--- config.mk ---
export PLATFORM = sky130hd
export DESIGN_NAME = option_sequencer_flat
export DESIGN_NICKNAME = d
export VERILOG_FILES = /design/src/rtl/option_sequencer_if.sv /design/src/rtl/option_sequencer.sv /design/src/flat_wrapper.sv
export SDC_FILE = /design/constraint.sdc
export NUM_CORES = 2
export LEC_CHECK = 0
export CAP_MARGIN = 10
export CORE_MARGIN = 4
export CORE_UTILIZATION = 56
export DETAILED_ROUTE_END_ITERATION = 6
export GPL_ROUTABILITY_DRIVEN = 1
export PLACE_DENSITY = 0.75
export SLEW_MARGIN = 20
export SYNTH_ARGS = -nofsm -noshare
export SYNTH_HDL_FRONTEND = slang
export SYNTH_SLANG_ARGS = --single-unit
--- constraint.sdc ---
create_clock -name clk -period 3.66 [get_ports clk]
set_input_delay 0.732 -clock clk [delete_from_list [all_inputs] [get_ports clk]]
set_output_delay 0.732 -clock clk [all_outputs]
set_load 0.01 [all_outputs]
--- src/rtl/option_sequencer_if.sv ---
// rtl/option_sequencer_if.sv - option stream link between option_sequencer and solver
//
// Bundles the solver-facing signals of option_sequencer.
//   master : sequencer side (drives started/option/option_valid/counts, receives verdicts)
//   slave  : solver side
interface option_sequencer_if #(
    parameter int WIDTH     = 16,
    parameter int MAX_LINES = 22,
    parameter int CNT_W     = 7
);
    logic                       started;
    logic [WIDTH-1:0]           option;
    logic                       option_valid;
    logic                       put_back_to_FIFO;
    logic                       resp_valid;
    logic                       solved;
    logic [MAX_LINES*CNT_W-1:0] old_options_amnt;
    logic [CNT_W-1:0]           all_options_remaining;

    modport master (
        output started, option, option_valid, old_options_amnt, all_options_remaining,
        input  put_back_to_FIFO, resp_valid, solved
    );

    modport slave (
        input  started, option, option_valid, old_options_amnt, all_options_remaining,
        output put_back_to_FIFO, resp_valid, solved
    );
endinterface

--- src/rtl/option_sequencer.sv ---
// rtl/option_sequencer.sv - replays line options from a FIFO to the solver pass after pass
//
// Ports:
//   clk, rst          clock, synchronous active-low reset
//   num_rows/num_cols board size, captured when solving begins
//   load_valid/line/option, load_done   option loading interface
//   load_err          sticky load error (FIFO full or bad line)
//   sol               option stream to/from the solver (option_sequencer_if.master)
//   busy/stalled/done status
module option_sequencer #(
    parameter int WIDTH     = 16,
    parameter int MAX_LINES = 22,
    parameter int CNT_W     = 7,
    parameter int DEPTH     = 256
) (
    input  logic                clk,
    input  logic                rst,
    input  logic [3:0]          num_rows,
    input  logic [3:0]          num_cols,
    input  logic                load_valid,
    input  logic [4:0]          load_line,
    input  logic [WIDTH-1:0]    load_option,
    input  logic                load_done,
    output logic                load_err,
    option_sequencer_if.master  sol,
    output logic                busy,
    output logic                stalled,
    output logic                done
);
    localparam int PTR_W = $clog2(DEPTH);
    localparam int OCC_W = PTR_W + 1;

    typedef enum logic [2:0] {
        S_IDLE, S_START, S_IDX, S_OPT, S_WAIT, S_LINE_END, S_PASS_END, S_DONE
    } state_t;

    state_t state_q, state_d;

    logic [WIDTH-1:0] mem [DEPTH];
    logic [PTR_W-1:0] wr_ptr_q, wr_ptr_d;
    logic [PTR_W-1:0] rd_ptr_q, rd_ptr_d;
    logic [OCC_W-1:0] occ_q, occ_d;
    logic [CNT_W-1:0] count_q [MAX_LINES];
    logic [CNT_W-1:0] count_d [MAX_LINES];
    logic [4:0]       line_q, line_d;
    logic [4:0]       lines_q, lines_d;
    logic [CNT_W-1:0] k_q, k_d;
    logic [CNT_W-1:0] newcnt_q, newcnt_d;
    logic             removed_q, removed_d;
    logic             stalled_q, stalled_d;
    logic             load_err_q, load_err_d;
    logic [WIDTH-1:0] cur_q, cur_d;

    logic             push, pop;
    logic [WIDTH-1:0] push_data;
    logic             fifo_full, line_in_range, load_ok, load_bad, go, is_last;
    logic [CNT_W-1:0] line_cnt;

    assign fifo_full     = (occ_q == OCC_W'(DEPTH));
    assign line_in_range = (int'(load_line) < MAX_LINES);
    assign load_ok       = (state_q == S_IDLE) && load_valid && line_in_range && !fifo_full;
    assign load_bad      = (state_q == S_IDLE) && load_valid && (!line_in_range || fifo_full);
    // A load in the same cycle wins; load_done is simply seen again next cycle.
    assign go            = (state_q == S_IDLE) && load_done && !load_valid;
    assign is_last       = (line_q == lines_q - 5'd1);
    assign line_cnt      = (int'(line_q) < MAX_LINES) ? count_q[line_q] : '0;

    // State and datapath registers
    always_ff @(posedge clk) begin
        if (!rst) begin
            state_q    <= S_IDLE;
            wr_ptr_q   <= '0;
            rd_ptr_q   <= '0;
            occ_q      <= '0;
            line_q     <= '0;
            lines_q    <= '0;
            k_q        <= '0;
            newcnt_q   <= '0;
            removed_q  <= 1'b0;
            stalled_q  <= 1'b0;
            load_err_q <= 1'b0;
            cur_q      <= '0;
            for (int i = 0; i < MAX_LINES; i++) begin
                count_q[i] <= '0;
            end
        end else begin
            state_q    <= state_d;
            wr_ptr_q   <= wr_ptr_d;
            rd_ptr_q   <= rd_ptr_d;
            occ_q      <= occ_d;
            line_q     <= line_d;
            lines_q    <= lines_d;
            k_q        <= k_d;
            newcnt_q   <= newcnt_d;
            removed_q  <= removed_d;
            stalled_q  <= stalled_d;
            load_err_q <= load_err_d;
            cur_q      <= cur_d;
            count_q    <= count_d;
        end
    end

    // FIFO storage is not reset; occupancy and pointers define its contents.
    always_ff @(posedge clk) begin
        if (rst && push) begin
            mem[wr_ptr_q] <= push_data;
        end
    end

    // Next-state logic
    always_comb begin
        state_d = state_q;
        case (state_q)
            S_IDLE: begin
                if (go) begin
                    state_d = (occ_q == '0) ? S_DONE : S_START;
                end
            end
            S_START:    state_d = S_IDX;
            S_IDX:      state_d = (line_cnt == '0) ? S_LINE_END : S_OPT;
            S_OPT:      state_d = S_WAIT;
            S_WAIT: begin
                if (sol.resp_valid) begin
                    state_d = (k_q == CNT_W'(1)) ? S_LINE_END : S_OPT;
                end
            end
            S_LINE_END: begin
                if (sol.solved) begin
                    state_d = S_DONE;
                end else if (is_last) begin
                    state_d = S_PASS_END;
                end else begin
                    state_d = S_IDX;
                end
            end
            S_PASS_END: state_d = (sol.solved || !removed_q) ? S_DONE : S_IDX;
            S_DONE:     state_d = S_DONE;
            default:    state_d = S_IDLE;
        endcase
    end

    // Datapath next values: FIFO, counters, pass bookkeeping
    always_comb begin
        wr_ptr_d   = wr_ptr_q;
        rd_ptr_d   = rd_ptr_q;
        occ_d      = occ_q;
        count_d    = count_q;
        line_d     = line_q;
        lines_d    = lines_q;
        k_d        = k_q;
        newcnt_d   = newcnt_q;
        removed_d  = removed_q;
        stalled_d  = stalled_q;
        load_err_d = load_err_q | load_bad;
        cur_d      = cur_q;
        push       = 1'b0;
        pop        = 1'b0;
        push_data  = load_option;

        if (load_ok) begin
            push               = 1'b1;
            count_d[load_line] = count_q[load_line] + 1'b1;
        end

        if (go) begin
            lines_d = {1'b0, num_rows} + {1'b0, num_cols};
            if (occ_q == '0) begin
                stalled_d = 1'b1;
            end
        end

        case (state_q)
            S_START: begin
                line_d    = '0;
                removed_d = 1'b0;
            end
            S_IDX: begin
                k_d = line_cnt;
            end
            S_OPT: begin
                pop   = 1'b1;
                cur_d = mem[rd_ptr_q];
            end
            S_WAIT: begin
                if (sol.resp_valid) begin
                    k_d = k_q - 1'b1;
                    if (sol.put_back_to_FIFO) begin
                        // Re-queue the word that is outstanding, not the new head.
                        push      = 1'b1;
                        push_data = cur_q;
                        newcnt_d  = newcnt_q + 1'b1;
                    end else begin
                        removed_d = 1'b1;
                    end
                end
            end
            S_LINE_END: begin
                if (int'(line_q) < MAX_LINES) begin
                    count_d[line_q] = newcnt_q;
                end
                newcnt_d = '0;
                if (!sol.solved && !is_last) begin
                    line_d = line_q + 5'd1;
                end
            end
            S_PASS_END: begin
                if (!sol.solved) begin
                    if (!removed_q) begin
                        stalled_d = 1'b1;
                    end else begin
                        line_d    = '0;
                        removed_d = 1'b0;
                    end
                end
            end
            default: ;
        endcase

        // Only one option is ever outstanding, so push and pop never share a cycle.
        if (push) begin
            wr_ptr_d = wr_ptr_q + 1'b1;
            occ_d    = occ_q + 1'b1;
        end else if (pop) begin
            rd_ptr_d = rd_ptr_q + 1'b1;
            occ_d    = occ_q - 1'b1;
        end
    end

    // Outputs
    always_comb begin
        sol.started               = (state_q == S_START);
        sol.option_valid          = (state_q == S_IDX) || (state_q == S_OPT);
        sol.option                = '0;
        if (state_q == S_IDX) begin
            sol.option = WIDTH'(line_q);
        end else if (state_q == S_OPT) begin
            sol.option = mem[rd_ptr_q];
        end
        sol.all_options_remaining = CNT_W'(occ_q);
        sol.old_options_amnt      = '0;
        for (int i = 0; i < MAX_LINES; i++) begin
            sol.old_options_amnt[i*CNT_W +: CNT_W] = count_q[i];
        end
        busy     = (state_q != S_IDLE) && (state_q != S_DONE);
        done     = (state_q == S_DONE);
        stalled  = stalled_q;
        load_err = load_err_q;
    end
endmodule

--- src/flat_wrapper.sv ---
// flat-port wrapper written by rule: the top's interface ports become plain ports
module option_sequencer_flat 
#(
    parameter int WIDTH     = 16,
    parameter int MAX_LINES = 22,
    parameter int CNT_W     = 7,
    parameter int DEPTH     = 256
)
  (clk, rst, num_rows, num_cols, load_valid, load_line, load_option, load_done, load_err, busy, stalled, done, sol_started, sol_option, sol_option_valid, sol_old_options_amnt, sol_all_options_remaining, sol_put_back_to_FIFO, sol_resp_valid, sol_solved);
  option_sequencer_if #(.WIDTH(WIDTH), .MAX_LINES(MAX_LINES), .CNT_W(CNT_W)) sol_i ();
  input  logic clk;
  input  logic rst;
  input  logic [3:0] num_rows;
  input  logic [3:0] num_cols;
  input  logic load_valid;
  input  logic [4:0] load_line;
  input  logic [WIDTH-1:0] load_option;
  input  logic load_done;
  output logic load_err;
  output logic busy;
  output logic stalled;
  output logic done;
  output wire logic [$bits(sol_i.started)-1:0] sol_started;
  output wire logic [$bits(sol_i.option)-1:0] sol_option;
  output wire logic [$bits(sol_i.option_valid)-1:0] sol_option_valid;
  output wire logic [$bits(sol_i.old_options_amnt)-1:0] sol_old_options_amnt;
  output wire logic [$bits(sol_i.all_options_remaining)-1:0] sol_all_options_remaining;
  input wire logic [$bits(sol_i.put_back_to_FIFO)-1:0] sol_put_back_to_FIFO;
  input wire logic [$bits(sol_i.resp_valid)-1:0] sol_resp_valid;
  input wire logic [$bits(sol_i.solved)-1:0] sol_solved;
  assign sol_started = sol_i.started;
  assign sol_option = sol_i.option;
  assign sol_option_valid = sol_i.option_valid;
  assign sol_old_options_amnt = sol_i.old_options_amnt;
  assign sol_all_options_remaining = sol_i.all_options_remaining;
  assign sol_i.put_back_to_FIFO = sol_put_back_to_FIFO;
  assign sol_i.resp_valid = sol_resp_valid;
  assign sol_i.solved = sol_solved;
  option_sequencer #(.WIDTH(WIDTH), .MAX_LINES(MAX_LINES), .CNT_W(CNT_W), .DEPTH(DEPTH)) u_core (.clk(clk), .rst(rst), .num_rows(num_rows), .num_cols(num_cols), .load_valid(load_valid), .load_line(load_line), .load_option(load_option), .load_done(load_done), .load_err(load_err), .sol(sol_i), .busy(busy), .stalled(stalled), .done(done));
endmodule
-- After elaboration in Yosys (flattened, before gate mapping)
Memories as Yosys holds them, arrays and structs flattened. A register that Yosys moved wholly into a read port is not among the register bits.
Index checks and enable logic that the tools add are counted.
- bits in writable memories: 4096
- logic and storage cells: 167
- memories: 1
- flip-flop bits (word level): 225
- eq/ne operators: 18
- bitwise operators: 4
- muxes and demuxes: 59
- order comparisons: 6
- add/sub/neg operators: 10
- reduce and logical (&&, ||, !) cells: 35
- memories (name ; words ; bits a word ; rd ports ; clocked after Yosys merged registers in ; write ports ; line ; source):
    u_core.mem ; 256 ; 16 ; 1 ; 1 ; 1 ; option_sequencer.sv:39 ; logic [WIDTH-1:0] mem [DEPTH];
- operator list (kind ; number):
    154-bit two-way mux ; 3
    154-bit bitwise mux ; 2
    16-bit two-way mux ; 5
    7-bit binary-select mux with 5-bit select ; 2
    7-bit demux with 5-bit select ; 2
    7-bit two-way mux ; 10
    7-bit one-hot mux with 2 select lines ; 2
    3-bit two-way mux ; 8
    3-bit one-hot mux with 8 select lines ; 1
    9-bit two-way mux ; 2
    8-bit by 1-bit adder with 8-bit output, second input constant ; 2
    8-bit two-way mux ; 2
    1-bit two-way mux ; 15
    5-bit two-way mux ; 3
    5-bit one-hot mux with 3 select lines ; 1
    7-bit by 1-bit adder with 7-bit output, second input constant ; 2
    3-bit equality test, second input constant ; 4
    6-bit >= comparator, second input constant ; 2
    6-bit by 1-bit less-than comparator with 1-bit output, second input constant ; 2
    5-bit NOT with 6-bit output ; 2
    1-bit logical AND ; 11
    5-bit less-than comparator, second input constant ; 2
    9-bit by 1-bit adder with 9-bit output, second input constant ; 1
    9-bit equality test, second input constant ; 1
    other kinds (25) ; 45

-- Longest topological paths before layout
- word-level depth: 12
- mapped depth: 14
- gate-level depth less buffers: 10

-- Worst setup path after synthesis
No wires, ideal clock.
- path kind: register to register
- start: register u_core.state_q[0]
- end: memory u_core.mem[0][10] (data pin)
- setup time: 0.555 ns
- path slack: -0.170 ns
- required time: 3.105 ns
- cell stages (with the launch flop): 6
- arrival: 3.275 ns
- cell sequence: dfxtp_1 > buf_2 > nor3b_1 > nand4_1 > clkbuf_1 > mux2_2
- word-level cells in the longest chain between the ends: 2
- RTL lines (what ; line ; source):
    from (decl) ; option_sequencer.sv:37 ; state_t state_q, state_d;
    from (signal assigned) ; option_sequencer.sv:87 ; state_q <= state_d;
    3-bit equality test ; option_sequencer.sv:172 ; case (state_q)
    16-bit two-way mux ; option_sequencer.sv:172 ;
    via u_core.push_data[10] ; option_sequencer.sv:55 ; logic [WIDTH-1:0] push_data;
    to (decl) ; option_sequencer.sv:39 ;
The timed path passes the listed nets, and every way through them passes these cells.

==> impl_results.md <==
- Hold depth: 3
- Crit Path Category: register to output port
- Status: complete, but fails checks
- Gr busiest metal: met2
- Met1 Usage GRT: between 40 and 50%
- Final period util: 140%
- Placement Rows: ~200
- Peak VDD IR: 0.000429 V
- WP data arrival: between 4 and 5 ns
- Hold path start: rst
- Clk sinks: 4,329
- R2r worst-path depth: 15
- Drc violations: 1
- Synth Warn #: 0
- Initial antenna violation count: 36
- GRT overflow: 0
- Avg Cell Area, Syn: slightly below 20 um^2
- Core Footprint: between 300,000 and 400,000 um^2
- Hold WS: roughly 0.18 ns
- CTS max path bufs: 4
- Final #Nets: 10,533
- Worst Hold Class: input pin to register
- Hold EP: u_core.occ_q[3]
- Area delta synth->final: 23.0%
- Die W: 562 um
- Leading post-synthesis cells by cell area: edfxtp_1 (72%), mux4_2 (13%), dfxtp_1 (2.7%), mux2i_1 (2.5%), nor2_1 (0.98%)
- Slew HR: about a quarter
- Met2 Usage GRT: 52.2%
- Vias in the first global route: between 100k and 150k
- Clk_lat worst skew: slightly below 1 ns
- Largest net degree at the start of global routing: between 90 and 100
- Fmax: roughly 0.20 GHz
- Mapped Area: ~170,000 um^2
- Final Worst Setup Slack: -1.45 ns
- First-pass GRT wire length: roughly 770 mm
- Failing checks: design-rule violations, negative setup slack
- Sequential share of the synthesized area: between 70% and 80%
- # setup viols final: 16
- Drt wl/cell: 36.9 um
- Post-synth EDFFs: ~4,100
- GR Util All Layers: 34.1%
- Full die area: about 320,000 um^2
- Initial Util: 56.2%
- Clock buffer count from CTS: roughly 420
- Design Area, Final: between 200,000 and 250,000 um^2
- R2R Setup Slk: roughly 0.07 ns
- PD cells: 518 nW/um^2
- DRT iter0 DRCs: around 17,000
- Final Hold Fails: 0
- Clk_skew: about 0.074 ns
- Total wire length: around 550 mm
- First-pass DRT Iterations: 7
- Synthesized Nets: 8,823
- Die Ht: 562 um
- Count leader, synth: edfxtp_1
- Post-synthesis register bit count: around 4,300
- Actual slew at the worst max-slew pin: between 1 and 1.5 ns
- Leading cell types by count after synthesis: edfxtp_1 (4,096), mux4_2 (992), nor2_1 (448)
- Fin crit period: roughly 5.1 ns
- Buffers on Ports: roughly 220
- Ys async rst share: 0%
- Post-synthesis cell type count: between 90 and 100
- Capture point of the worst reg-to-reg path: u_core.cur_q[7]
- DP Area: 192,000 um^2
- Final max-slew violation count: 0
- RSZ-0062 raised after global routing: yes
- Antenna Violating Nets Remaining: 0
- I/O pin count: around 220
- LEAKAGE: between 60 and 70 nW
- Via/cell ratio: slightly below 7
- H-tree depth: 5
- Share of cells above drive strength 1: 34.4%
- CP startpoint kind: register
- Hold buffers post-CTS: 0
- Share of the synthesized area in the top cell type: between 70% and 80%
- Synth area leader: edfxtp_1
- Placed Cells: between 10,000 and 15,000
- Clock Pin Slew Worst Setup and Hold Paths: 0.06 ns
- Prevailing post-synth register cell: edfxtp_1
- Core Util, Final: 69.1%
- CP Max Fanout: 13
- Max-cap violation count: 0
- Vias: 103,254
- Finished Layout Cells: around 15,000
- Cell count after synthesis: between 8,000 and 9,000
- GPL Wtd Cong: between 0.9 and 1
- Root buffer cell: clkbuf_16
- Required time worst endpoint: between 2 and 3 ns
- CTS tree: yes
- DPL Wire Length: about 340 mm
- Pre-CTS WS: -1.95 ns
- Met3 Use GR: 9.49%
- Total power draw: ~110 mW
- Crit. End Element: output port
- Setup TNS: -20.59 ns
-- how the worst max path moves through the flow --
stage / startpoint / endpoint / slack, ns / cells after the start
2_1_floorplan: u_core.state_q[0] / u_core.mem[0][10] / -0.17 / 5
3_3_place_gp: register / sol_option[6] / -1.91 / 14
3_5_place_dp: register / sol_option[6] / -1.95 / 14
4_1_cts: register / sol_option[5] / -1.35 / 14
5_1_grt: register / sol_option[4] / -1.49 / 16
6_report: register / sol_option[4] / -1.45 / 16
-- timing repair --
item / in CTS / in global routing
pin swaps: 84 / 88
buffers inserted: 107 / 103
cloned: 16 / 7
setup endpoints to repair: 31 / 16
gates resized for setup: 556 / 196
hold endpoints to repair: 0 / 0
-- registers in the layout (all words and copies together) (netlist names), 3 cells and up, named ones only --
signal and cells:
u_core.mem 4096, u_core.sol.old_options_amnt 154, u_core.cur_q 16, u_core.occ_q 9
u_core.rd_ptr_q 8, u_core.wr_ptr_q 8, u_core.k_q 7, u_core.newcnt_q 7
u_core.line_q 5, u_core.lines_q 5, u_core.state_q 3
-- report_power, final --
part	switching, mW	internal (mW)
Clock	19.2	24.8
Combinational	5.75	4.70
Sequential	0.214	55.0
Total	25.1	84.5
-- kinds of logic (layout without fill, tap and decap cells) --
| family | count (synthesis) | after routing | share of synthesized area (%) |
|---|---|---|---|
| AOI/OAI and AO/OA | 1019 | 1019 | 4.02 |
| xor gates and xnor gates | 37 | 37 | 0.201 |
| adders and majority gates | 20 | 20 | 0.150 |
| buffers and inverters | 608 | 2664 | 1.95 |
| DFF | 4329 | 4329 | 74.3 |
| muxes | 1497 | 1497 | 16.1 |
| other | 0 | 32 | 0 |
| and+or+nand+nor | 1257 | 1257 | 3.34 |
-- critical path: stages (launching register included) --
cell and delay, ns:
dfxtp_4 0.41, buf_12 0.15, buf_12 0.15, inv_16 0.16, buf_6 0.23, buf_4 0.18
buf_4 0.15, mux2i_1 0.18, buf_4 0.14, o21ai_0 0.16, buf_4 0.21, o211ai_1 0.44
o211ai_1 0.21, o31ai_1 0.12, buf_4 0.22, nand2_4 0.08, buf_6 0.12
-- area by class of cell --
type	instances	area (um^2)
Clock buffer	523	11100
Inverter	27	136
Antenna cell	32	80.1
Multi-Input combinational cell	3830	43400
Fill cell	17865	94400
Tap cell	4100	5130
Clock inverter	249	2760
Timing Repair Buffer	1865	21100
Sequential cell	4329	128000
-- per-layer routing --
layer | share of wire, % | wire length (um)
met2 | 47 | 258000
met4 | 7.1 | 39400
met5 | 0.053 | 291
met1 | 33 | 181000
met3 | 13 | 73100
-- cell usage in the layout, fill, tap and decap left out, drive strengths merged, types with 199 or more instances in the layout --
cell | netlist | layout
nand2 | 375 | 375
o21ai | 203 | 203
dfxtp | 233 | 233
mux2i | 433 | 433
clkbuf | 243 | 530
buf | 338 | 1652
mux4 | 999 | 999
edfxtp | 4096 | 4096
clkdlybuf4s50 | 0 | 199
nor2 | 451 | 451
(Power assumes the default switching activity.)
